===== config.mk =====
export PLATFORM = sky130hd
export DESIGN_NAME = am2940_multi_flat
export DESIGN_NICKNAME = d
export VERILOG_FILES = /design/src/rtl/am2940_multi_pkg.sv /design/src/rtl/am2940_multi_if.sv /design/src/rtl/am2940_multi_channel.sv /design/src/rtl/am2940_multi.sv /design/src/flat_wrapper.sv
export SDC_FILE = /design/constraint.sdc
export NUM_CORES = 1
export LEC_CHECK = 0
export ABC_AREA = 1
export BUFFER_PORTS_ARGS = -buffer_cell sky130_fd_sc_hd__clkbuf_2
export CORE_ASPECT_RATIO = 1.1
export CORE_UTILIZATION = 39
export DETAILED_ROUTE_END_ITERATION = 6
export SYNTH_ARGS = -nofsm -noshare
export SYNTH_HDL_FRONTEND = slang
export SYNTH_SLANG_ARGS = --single-unit

===== constraint.sdc =====
create_clock -name clk -period 5.95 [get_ports clk]
set_clock_uncertainty 0.05 [all_clocks]
set_input_delay 1.19 -clock clk [delete_from_list [all_inputs] [get_ports clk]]
set_output_delay 1.19 -clock clk [all_outputs]
set_load 0.02 [all_outputs]

===== src/rtl/am2940_multi_pkg.sv =====
// Shared opcodes, mode encodings and control-register bit positions for the
// multi-channel Am2940-style address generator.
package am2940_pkg;

   localparam logic [2:0] I_WRCR   = 3'b000;
   localparam logic [2:0] I_RDCR   = 3'b001;
   localparam logic [2:0] I_RDWC   = 3'b010;
   localparam logic [2:0] I_RDAC   = 3'b011;
   localparam logic [2:0] I_REINIT = 3'b100;
   localparam logic [2:0] I_LDAD   = 3'b101;
   localparam logic [2:0] I_LDWC   = 3'b110;
   localparam logic [2:0] I_ENCT   = 3'b111;

   localparam logic [1:0] M_WCDEC  = 2'd0;
   localparam logic [1:0] M_WCINC  = 2'd1;
   localparam logic [1:0] M_ADRCMP = 2'd2;
   localparam logic [1:0] M_FREE   = 2'd3;

   localparam int CR_MODE_LO = 0;
   localparam int CR_MODE_HI = 1;
   localparam int CR_DEC     = 2;
   localparam int CR_RLD     = 3;

endpackage


===== src/rtl/am2940_multi_if.sv =====
// Microsequencer-side bus of the address generator: instruction/channel
// select in, read data, address and carries out.
interface am2940_multi_if #(
   parameter int W   = 8,
   parameter int CH  = 4,
   parameter int CHB = (CH > 1) ? $clog2(CH) : 1
);
   logic [2:0]     instr;
   logic [CHB-1:0] ch_sel;
   logic [W-1:0]   data_in;
   logic           acineg;
   logic           wcineg;
   logic [W-1:0]   data_out;
   logic [W-1:0]   addr_out;
   logic           aconeg;
   logic           wconeg;
   logic [CH-1:0]  done;

   modport master (
      output instr, ch_sel, data_in, acineg, wcineg,
      input  data_out, addr_out, aconeg, wconeg, done
   );

   modport slave (
      input  instr, ch_sel, data_in, acineg, wcineg,
      output data_out, addr_out, aconeg, wconeg, done
   );
endinterface


===== src/rtl/am2940_multi_channel.sv =====
// One address-generator channel: control, address and word-count registers,
// the two counters, terminal-count flags and DONE decode.
module am2940_channel
   import am2940_pkg::*;
#(
   parameter int W = 8
) (
   input  logic         clk,
   input  logic         rst,
   input  logic         sel,
   input  logic [2:0]   instr,
   input  logic [W-1:0] data_in,
   input  logic         acineg,
   input  logic         wcineg,
   output logic [3:0]   cr,
   output logic [W-1:0] ac,
   output logic [W-1:0] wc,
   output logic         ac_term,
   output logic         wc_term,
   output logic         done
);

   logic [W-1:0] ar;
   logic [W-1:0] wcr;
   logic [1:0]   mode;
   logic [W-1:0] wc_reinit;
   logic [W-1:0] ac_next;
   logic [W-1:0] wc_next;

   assign mode      = cr[CR_MODE_HI:CR_MODE_LO];
   assign wc_reinit = (mode == M_WCDEC) ? wcr : '0;
   assign ac_next   = cr[CR_DEC] ? (ac - W'(1)) : (ac + W'(1));
   assign wc_next   = (mode == M_WCDEC) ? (wc - W'(1)) : (wc + W'(1));

   assign ac_term = cr[CR_DEC] ? (ac == '0) : (ac == '1);
   assign wc_term = (mode == M_WCDEC) ? (wc == '0) : (wc == '1);

   always_comb begin
      done = 1'b0;
      unique case (mode)
         M_WCDEC:  done = (wc == W'(1));
         M_WCINC:  done = (wc == wcr);
         M_ADRCMP: done = (ac == wcr);
         M_FREE:   done = 1'b0;
         default:  done = 1'b0;
      endcase
   end

   always_ff @(posedge clk) begin
      if (rst) begin
         cr  <= '0;
         ar  <= '0;
         ac  <= '0;
         wcr <= '0;
         wc  <= '0;
      end else if (sel) begin
         case (instr)
            I_WRCR: cr <= data_in[3:0];
            I_REINIT: begin
               ac <= ar;
               wc <= wc_reinit;
            end
            I_LDAD: begin
               ar <= data_in;
               ac <= data_in;
            end
            I_LDWC: begin
               wcr <= data_in;
               wc  <= (mode == M_WCDEC) ? data_in : '0;
            end
            I_ENCT: begin
               // auto-reload takes precedence over counting; carry-ins are ignored
               if (cr[CR_RLD] && done) begin
                  ac <= ar;
                  wc <= wc_reinit;
               end else begin
                  if (!acineg) ac <= ac_next;
                  if (!wcineg) wc <= wc_next;
               end
            end
            default: ;
         endcase
      end
   end

endmodule


===== src/rtl/am2940_multi.sv =====
// CH-channel Am2940-style DMA address generator; instructions act on the
// channel picked by ch_sel, whose read data, address and carries are muxed out.
module am2940_multi
   import am2940_pkg::*;
#(
   parameter int W   = 8,
   parameter int CH  = 4,
   parameter int CHB = (CH > 1) ? $clog2(CH) : 1
) (
   input logic             clk,
   input logic             rst,
   am2940_multi_if.slave   bus
);

   logic [CH-1:0][3:0]   cr_all;
   logic [CH-1:0][W-1:0] ac_all;
   logic [CH-1:0][W-1:0] wc_all;
   logic [CH-1:0]        ac_term_all;
   logic [CH-1:0]        wc_term_all;
   logic [CH-1:0]        sel_vec;

   for (genvar i = 0; i < CH; i++) begin : g_ch
      assign sel_vec[i] = (bus.ch_sel == CHB'(i));

      am2940_channel #(.W(W)) u_ch (
         .clk     (clk),
         .rst     (rst),
         .sel     (sel_vec[i]),
         .instr   (bus.instr),
         .data_in (bus.data_in),
         .acineg  (bus.acineg),
         .wcineg  (bus.wcineg),
         .cr      (cr_all[i]),
         .ac      (ac_all[i]),
         .wc      (wc_all[i]),
         .ac_term (ac_term_all[i]),
         .wc_term (wc_term_all[i]),
         .done    (bus.done[i])
      );
   end

   logic [3:0]   cur_cr;
   logic [W-1:0] cur_ac;
   logic [W-1:0] cur_wc;
   logic         cur_ac_term;
   logic         cur_wc_term;

   // an out-of-range ch_sel selects nothing and reads as zero
   always_comb begin
      cur_cr      = '0;
      cur_ac      = '0;
      cur_wc      = '0;
      cur_ac_term = 1'b0;
      cur_wc_term = 1'b0;
      for (int i = 0; i < CH; i++) begin
         if (sel_vec[i]) begin
            cur_cr      = cr_all[i];
            cur_ac      = ac_all[i];
            cur_wc      = wc_all[i];
            cur_ac_term = ac_term_all[i];
            cur_wc_term = wc_term_all[i];
         end
      end
   end

   always_comb begin
      bus.data_out = '0;
      case (bus.instr)
         I_RDCR:  bus.data_out = {{(W-4){1'b0}}, cur_cr};
         I_RDWC:  bus.data_out = cur_wc;
         I_RDAC:  bus.data_out = cur_ac;
         default: bus.data_out = '0;
      endcase
   end

   assign bus.addr_out = cur_ac;
   assign bus.aconeg   = !((bus.instr == I_ENCT) && !bus.acineg && cur_ac_term);
   assign bus.wconeg   = !((bus.instr == I_ENCT) && !bus.wcineg && cur_wc_term);

endmodule


===== src/flat_wrapper.sv =====
// flat-port wrapper written by rule: the top's interface ports become plain ports
module am2940_multi_flat import am2940_pkg::*;
#(
   parameter int W   = 8,
   parameter int CH  = 4,
   parameter int CHB = (CH > 1) ? $clog2(CH) : 1
)
  (clk, rst, bus_instr, bus_ch_sel, bus_data_in, bus_acineg, bus_wcineg, bus_data_out, bus_addr_out, bus_aconeg, bus_wconeg, bus_done);
  am2940_multi_if #(.W(W), .CH(CH), .CHB(CHB)) bus_i ();
  input logic clk;
  input logic rst;
  input wire logic [$bits(bus_i.instr)-1:0] bus_instr;
  input wire logic [$bits(bus_i.ch_sel)-1:0] bus_ch_sel;
  input wire logic [$bits(bus_i.data_in)-1:0] bus_data_in;
  input wire logic [$bits(bus_i.acineg)-1:0] bus_acineg;
  input wire logic [$bits(bus_i.wcineg)-1:0] bus_wcineg;
  output wire logic [$bits(bus_i.data_out)-1:0] bus_data_out;
  output wire logic [$bits(bus_i.addr_out)-1:0] bus_addr_out;
  output wire logic [$bits(bus_i.aconeg)-1:0] bus_aconeg;
  output wire logic [$bits(bus_i.wconeg)-1:0] bus_wconeg;
  output wire logic [$bits(bus_i.done)-1:0] bus_done;
  assign bus_i.instr = bus_instr;
  assign bus_i.ch_sel = bus_ch_sel;
  assign bus_i.data_in = bus_data_in;
  assign bus_i.acineg = bus_acineg;
  assign bus_i.wcineg = bus_wcineg;
  assign bus_data_out = bus_i.data_out;
  assign bus_addr_out = bus_i.addr_out;
  assign bus_aconeg = bus_i.aconeg;
  assign bus_wconeg = bus_i.wconeg;
  assign bus_done = bus_i.done;
  am2940_multi #(.W(W), .CH(CH), .CHB(CHB)) u_core (.clk(clk), .rst(rst), .bus(bus_i));
endmodule

# After elaboration in Yosys (flattened, before gate mapping)

Cells that the tools add are included.

Register bits: 144
Output and inout port bits: 22
Input bits: 17
Word-level logic and storage cells: 207

Mux-type cells: 73
$add $sub $neg: 16
Equality and inequality tests: 50
Reductions and logical operators: 48

Operator list:

| operator                                         | number |
|---|---|
| two-way mux 8 bit                                | 40 |
| case mux 8 bit (3 select lines)                  | 9 |
| adder 8 x 1 -> 8 bit, second input constant      | 8 |
| == test 8 bit                                    | 8 |
| == test 8 bit, second input constant             | 8 |
| logical NOT 8 bit                                | 8 |
| subtractor 8 x 1 -> 8 bit, second input constant | 8 |
| == test 8 x 1 -> 1 bit, second input constant    | 4 |
| != test 3 bit, second input constant             | 8 |
| AND reduction 2 bit                              | 12 |
| AND reduction 3 bit                              | 8 |
| == test 2 bit, second input constant             | 10 |
| two-way mux 1 bit                                | 16 |
| two-way mux 4 bit                                | 4 |
| case mux 1 bit (4 select lines)                  | 4 |
| == test 3 bit, second input constant             | 4 |
| == test 2 x 1 -> 1 bit, second input constant    | 5 |
| logical NOT 2 bit                                | 5 |
| logical AND 1 bit                                | 8 |
| == test 3 x 2 -> 1 bit, second input constant    | 2 |
| nonzero test 3 bit                               | 2 |
| logical NOT 1 bit                                | 4 |
| == test 3 x 1 -> 1 bit, second input constant    | 1 |
| logical NOT 3 bit                                | 1 |

# Longest topological paths before layout

Depth in word-level cells: 8
Mapped depth: 19
Mapped depth without buffers: 18

# Modules after synthesis

From an unflattened synthesis, not the netlist that was laid out.

Cells, all modules: 2119
Area total of the unflattened synthesis: 12373.1 µm²

Modules (own cells, without submodules):

| module                                | sequential area each (µm²) | cells each | area an instance (µm²) | instances |
|---|---|---|---|---|
| am2940_channel at u_core.g_ch[3].u_ch | 720.7                      | 481        | 2862.7                 | 1 |
| am2940_channel at u_core.g_ch[0].u_ch | 720.7                      | 476        | 2841.5                 | 1 |
| am2940_channel at u_core.g_ch[2].u_ch | 720.7                      | 480        | 2841.5                 | 1 |
| am2940_channel at u_core.g_ch[1].u_ch | 720.7                      | 478        | 2834.0                 | 1 |
| am2940_multi                          | 0.0                        | 204        | 993.5                  | 1 |

# Worst setup path after synthesis

OpenSTA, ideal clock, no wires.

Kind: input -> output
Start point: input port bus_ch_sel[1]
End point: output port bus_data_out[3]
Required time: 4.710 ns
Setup slack: 1.944 ns
Path buffers: 3
Stages on the path: 9
Arrival time: 2.766 ns
Path through: clkbuf_1 > nor2_1 > inv_1 > buf_2 > buf_2 > o22ai_1 > o22ai_1 > nand2_1 > nand3_1

Cells in the longest elaborated chain, start to end: 6
Elaborated cells on any way between the ends: 17
Those cells by class: 3 x eq/ne; 13 x mux; 1 x reduce/logical

Ends and longest elaborated chain:

| element                             | line               | source |
|---|---|---|
| start, declared                     | flat_wrapper.sv:13 | `input wire logic [$bits(bus_i.ch_sel)-1:0] bus_ch_sel;` |
| logical NOT 2 bit                   | am2940_multi.sv:23 | `assign sel_vec[i] = (bus.ch_sel == CHB'(i));` |
| two-way mux 8 bit (3 in series)     | am2940_multi.sv:56 | `if (sel_vec[i]) begin` |
| two-way mux 8 bit (*)               | am2940_multi.sv:56 |  |
| net bus_addr_out[3]                 | flat_wrapper.sv:18 | `output wire logic [$bits(bus_i.addr_out)-1:0] bus_addr_out;` |
| case mux 8 bit (3 select lines) (*) | am2940_multi.sv:68 | `case (bus.instr)` |
| end, declared                       | flat_wrapper.sv:17 | `output wire logic [$bits(bus_i.data_out)-1:0] bus_data_out;` |

Mark *: on every way through the listed nets, which the timed path passes. The rest lies on a longest branch.

# Worst setup path in the final report

Start point: input port bus_ch_sel[0]
End point: output port bus_data_out[6]

Cells in the longest elaborated chain, start to end: 6
Elaborated cells on any way between the ends: 13
Those cells by class: 3 x eq/ne; 9 x mux; 1 x reduce/logical

Ends and longest elaborated chain:

| element                             | line |
|---|---|
| logical NOT 2 bit                   | am2940_multi.sv:23 |
| two-way mux 8 bit (4 in series)     | am2940_multi.sv:56 |
| case mux 8 bit (3 select lines) (*) | am2940_multi.sv:68 |

Mark *: on every way between the ends. The rest lies on a longest branch, timed or not.

==> metrics.cfg <==
[outcome]
status = finished clean

[timing]
hold_viol = 0
period_share_pct = 74.9
setup_viol = 0
max_freq_ghz = 0.225
fin_ws_ps = 1500
period_needed_ps = 4450
drv_slew = 0
rsz0062_at_grt = false
tns_ps = 0
worst_slew_pin_slew_ps = 1010
max_slew_margin_pct = 32.3

[detailed_routing]
wirelength_mm = 48.3
vias = 13621
drt_iter0_drc = 1304
avgViaCountPerCell = 5.47
wire_per_inst_um = 19.4
route.detailed.drc = 0
first_pass_iters = 5
postRouteAntennaNets = 0

[floorplan]
std_cell_rows = 67
die_x_um = 170
die_y_um = 187
start_util_pct = 39.8
fp.coreArea_um2 = 30600
die_area_um2 = 31900
pin_count = 39

[power]
clockPowerShare_pct = 40.8
seq_power_share_pct = 39.0
power.density_nw_per_um2 = 205
power.internal_mw = 1.80
p_leak_nw = 6.21
finalPower_mw = 2.70
switching_power_mw = 0.899
swShare_pct = 33.3
combPwrFrac_pct = 20.2
irDropWorstVdd_v = 0.000194

[final_layout]
num_antenna_cells = 0
syn_to_final_growth_pct = 7.99
nNetsFinal = 2135
drive_gt1_share_pct = 5.83
final_util_pct = 43.0

[yosys]
syn_area_um2 = 12200
ys_seq_elements = 144
synth_nets = 2153
synth_cell_types = 46
yosys_warnings = 0
syn_area_per_cell_um2 = 5.84
netlist_instances = 2083
yosysSeqAreaShare_pct = 23.7

[cts]
cts_buffers = 17
clock-root-buffer = clkbuf_16
cts.sinks = 144
path_clk_slew_ps = 70
cts_setup_buffers = 0
cts_hold_buf = 0
insertion_delay_ps = 460
cts_max_level = 4
post_cts_resized = 0
cts_tree = built
cts_buffer_depth = 2

[critical_path]
crit_type = in -> out
cp_max_fo = 16
cp.depth = 7
endpoint = bus_data_out[6]
required_ps = 4710
r2r_cells = 15
critPathTopFamily = buffers and inverters
reg2reg_slack_ps = 2270
crit_buf_inv = 4
worstReg2RegStart = u_core.g_ch[1].u_ch.cr[0]
crit_chain = clkbuf_2 > inv_1 > nand2_1 > inv_1 > a221oi_1 > o21ai_0 > clkbuf_2
r2r-end = u_core.g_ch[1].u_ch.wc[7]
start_kind = input pin
worstPathArrival_ps = 3210
cpPeakStageDelay_ps = 500
endpoint_kind = output port
cp-startpoint = bus_ch_sel[0]
cp_slowest_cell = nand2_1

[min_path]
min_path_type = reg -> reg

[flow_run]
max_cap_viol_count = 0

[global_routing]
grt_usage_pct = 30.5
gr-usage-met2_pct = 48.8
grt_use_met3_pct = 4.99
grtUsageMet1_pct = 38.9
antenna_found_initial = 3
grt_max_degree = 50
grt_pass1_vias = 12465
grt_pass1_wl_mm = 73.2
overflow = 0
grt.busiest_layer = met2

[placement]
gp_congestion = 0.974
io_buffers = 38
place_hpwl_mm = 34.4
dp_slack_ps = 1550

-- Yosys cell counts (all sizes together) --
master | instances | area share [%]
o31ai | 4 | 0.25
and3 | 1 | 0.051
a32o | 3 | 0.25
o41ai | 1 | 0.072
nand3b | 74 | 4.6
o211ai | 11 | 0.68
nor2 | 332 | 10
nand3 | 125 | 5.1
nor4 | 5 | 0.26
buf | 38 | 1.7
xnor2 | 16 | 1.2
o311ai | 2 | 0.14
nand4 | 21 | 1.1
o221ai | 1 | 0.072
a21oi | 133 | 5.5
clkinv | 3 | 0.092
ha | 49 | 5.0
o22ai | 21 | 1.1
o21bai | 1 | 0.062
xor2 | 35 | 2.5
fa | 4 | 0.66
o21ai | 147 | 6.1
nor3b | 1 | 0.062
clkbuf | 49 | 1.5
or2 | 1 | 0.051
inv | 200 | 6.2
a21boi | 6 | 0.37
o2111ai | 4 | 0.29
nand2 | 635 | 20
a221oi | 1 | 0.072
mux2i | 1 | 0.082
dfxtp | 144 | 24
nor3 | 14 | 0.67
-- power groups by stage --
stage                     Clock, mW  Sequential [mW]  Combinational, mW
after detailed placement          0             1.07              0.532
after global placement            0             1.07              0.529
after global routing           1.15             1.05              0.600
after floorplan                   0             1.04              0.392
final                          1.10             1.05              0.544
after CTS                      1.11             1.05              0.535
-- placed cells by master (no fill, tap or decap), types with 21 or more instances in the layout --
master / count
xor2_1: 35
clkbuf_2: 38
inv_1: 191
nand2_1: 615
nor2_1: 323
ha_1: 49
nand4_1: 21
nand3b_1: 74
o22ai_1: 21
a21oi_1: 133
nand3_1: 125
dfxtp_1: 144
o21ai_0: 133
-- stage by stage --
step                      instance area, um^2  instances  hold WS [ps]
after detailed placement                12600       2460           417
after CTS                               13100       2489           427
after floorplan                         12200       2083           389
after global routing                    13100       2489           453
after global placement                  12600       2460           411
final                                   13100       2489           425
-- tightest hold or removal path: stages, from the launching register on --
cell	delay (ps)
dfxtp_1	300
inv_1	70
a21oi_1	60
-- kinds of logic (layout without fill, tap and decap cells) --
logic type | Yosys count | in the layout | share of synthesized area (%)
AND/OR/NAND/NOR | 1209 | 1209 | 42.4
AO/OA/AOI/OAI | 335 | 335 | 14.9
buffers and inverters | 290 | 282 | 9.53
flip-flops | 144 | 144 | 23.7
adder cells (fa/ha/maj) | 53 | 53 | 5.69
XOR/XNOR | 51 | 51 | 3.67
multiplexers | 1 | 1 | 0.0822
-- state kept, by name (all words and copies together) (netlist names) --
signal and flops:
u_core.g_ch.u_ch.ac 32, u_core.g_ch.u_ch.ar 32, u_core.g_ch.u_ch.cr 16, u_core.g_ch.u_ch.wc 32, u_core.g_ch.u_ch.wcr 32
-- metal layers --
metal / wire, um / up-vias
li1: - / 6675
met1: 20600 / 6247
met2: 21700 / 558
met3: 3430 / 137
met4: 2540 / 4
met5: 23 / -
-- cell type report --
type	count	area (um^2)
fillers	3351	17500
multi-input cells	1649	8130
flip-flops and latches	144	2880
inverters	203	766
well taps	414	518
clock buffers	19	453
repair buffers	50	280
clock inverters	10	115
-- how the worst min path moves through the flow --
stage | startpoint | endpoint | slack [ps] | depth (start not counted)
final | u_core.g_ch[3].u_ch.ar[1] | u_core.g_ch[3].u_ch.ar[1] | 420 | 2
after global routing | u_core.g_ch[0].u_ch.ar[4] | u_core.g_ch[0].u_ch.ar[4] | 450 | 2
after CTS | u_core.g_ch[3].u_ch.ar[1] | u_core.g_ch[3].u_ch.ar[1] | 430 | 2
after detailed placement | u_core.g_ch[3].u_ch.ar[1] | u_core.g_ch[3].u_ch.ar[1] | 420 | 2
after global placement | u_core.g_ch[1].u_ch.ar[7] | u_core.g_ch[1].u_ch.ar[7] | 410 | 2
after floorplan | u_core.g_ch[3].u_ch.ar[5] | u_core.g_ch[3].u_ch.ar[5] | 390 | 2
Note: power is estimated with default switching activity, not from simulation.
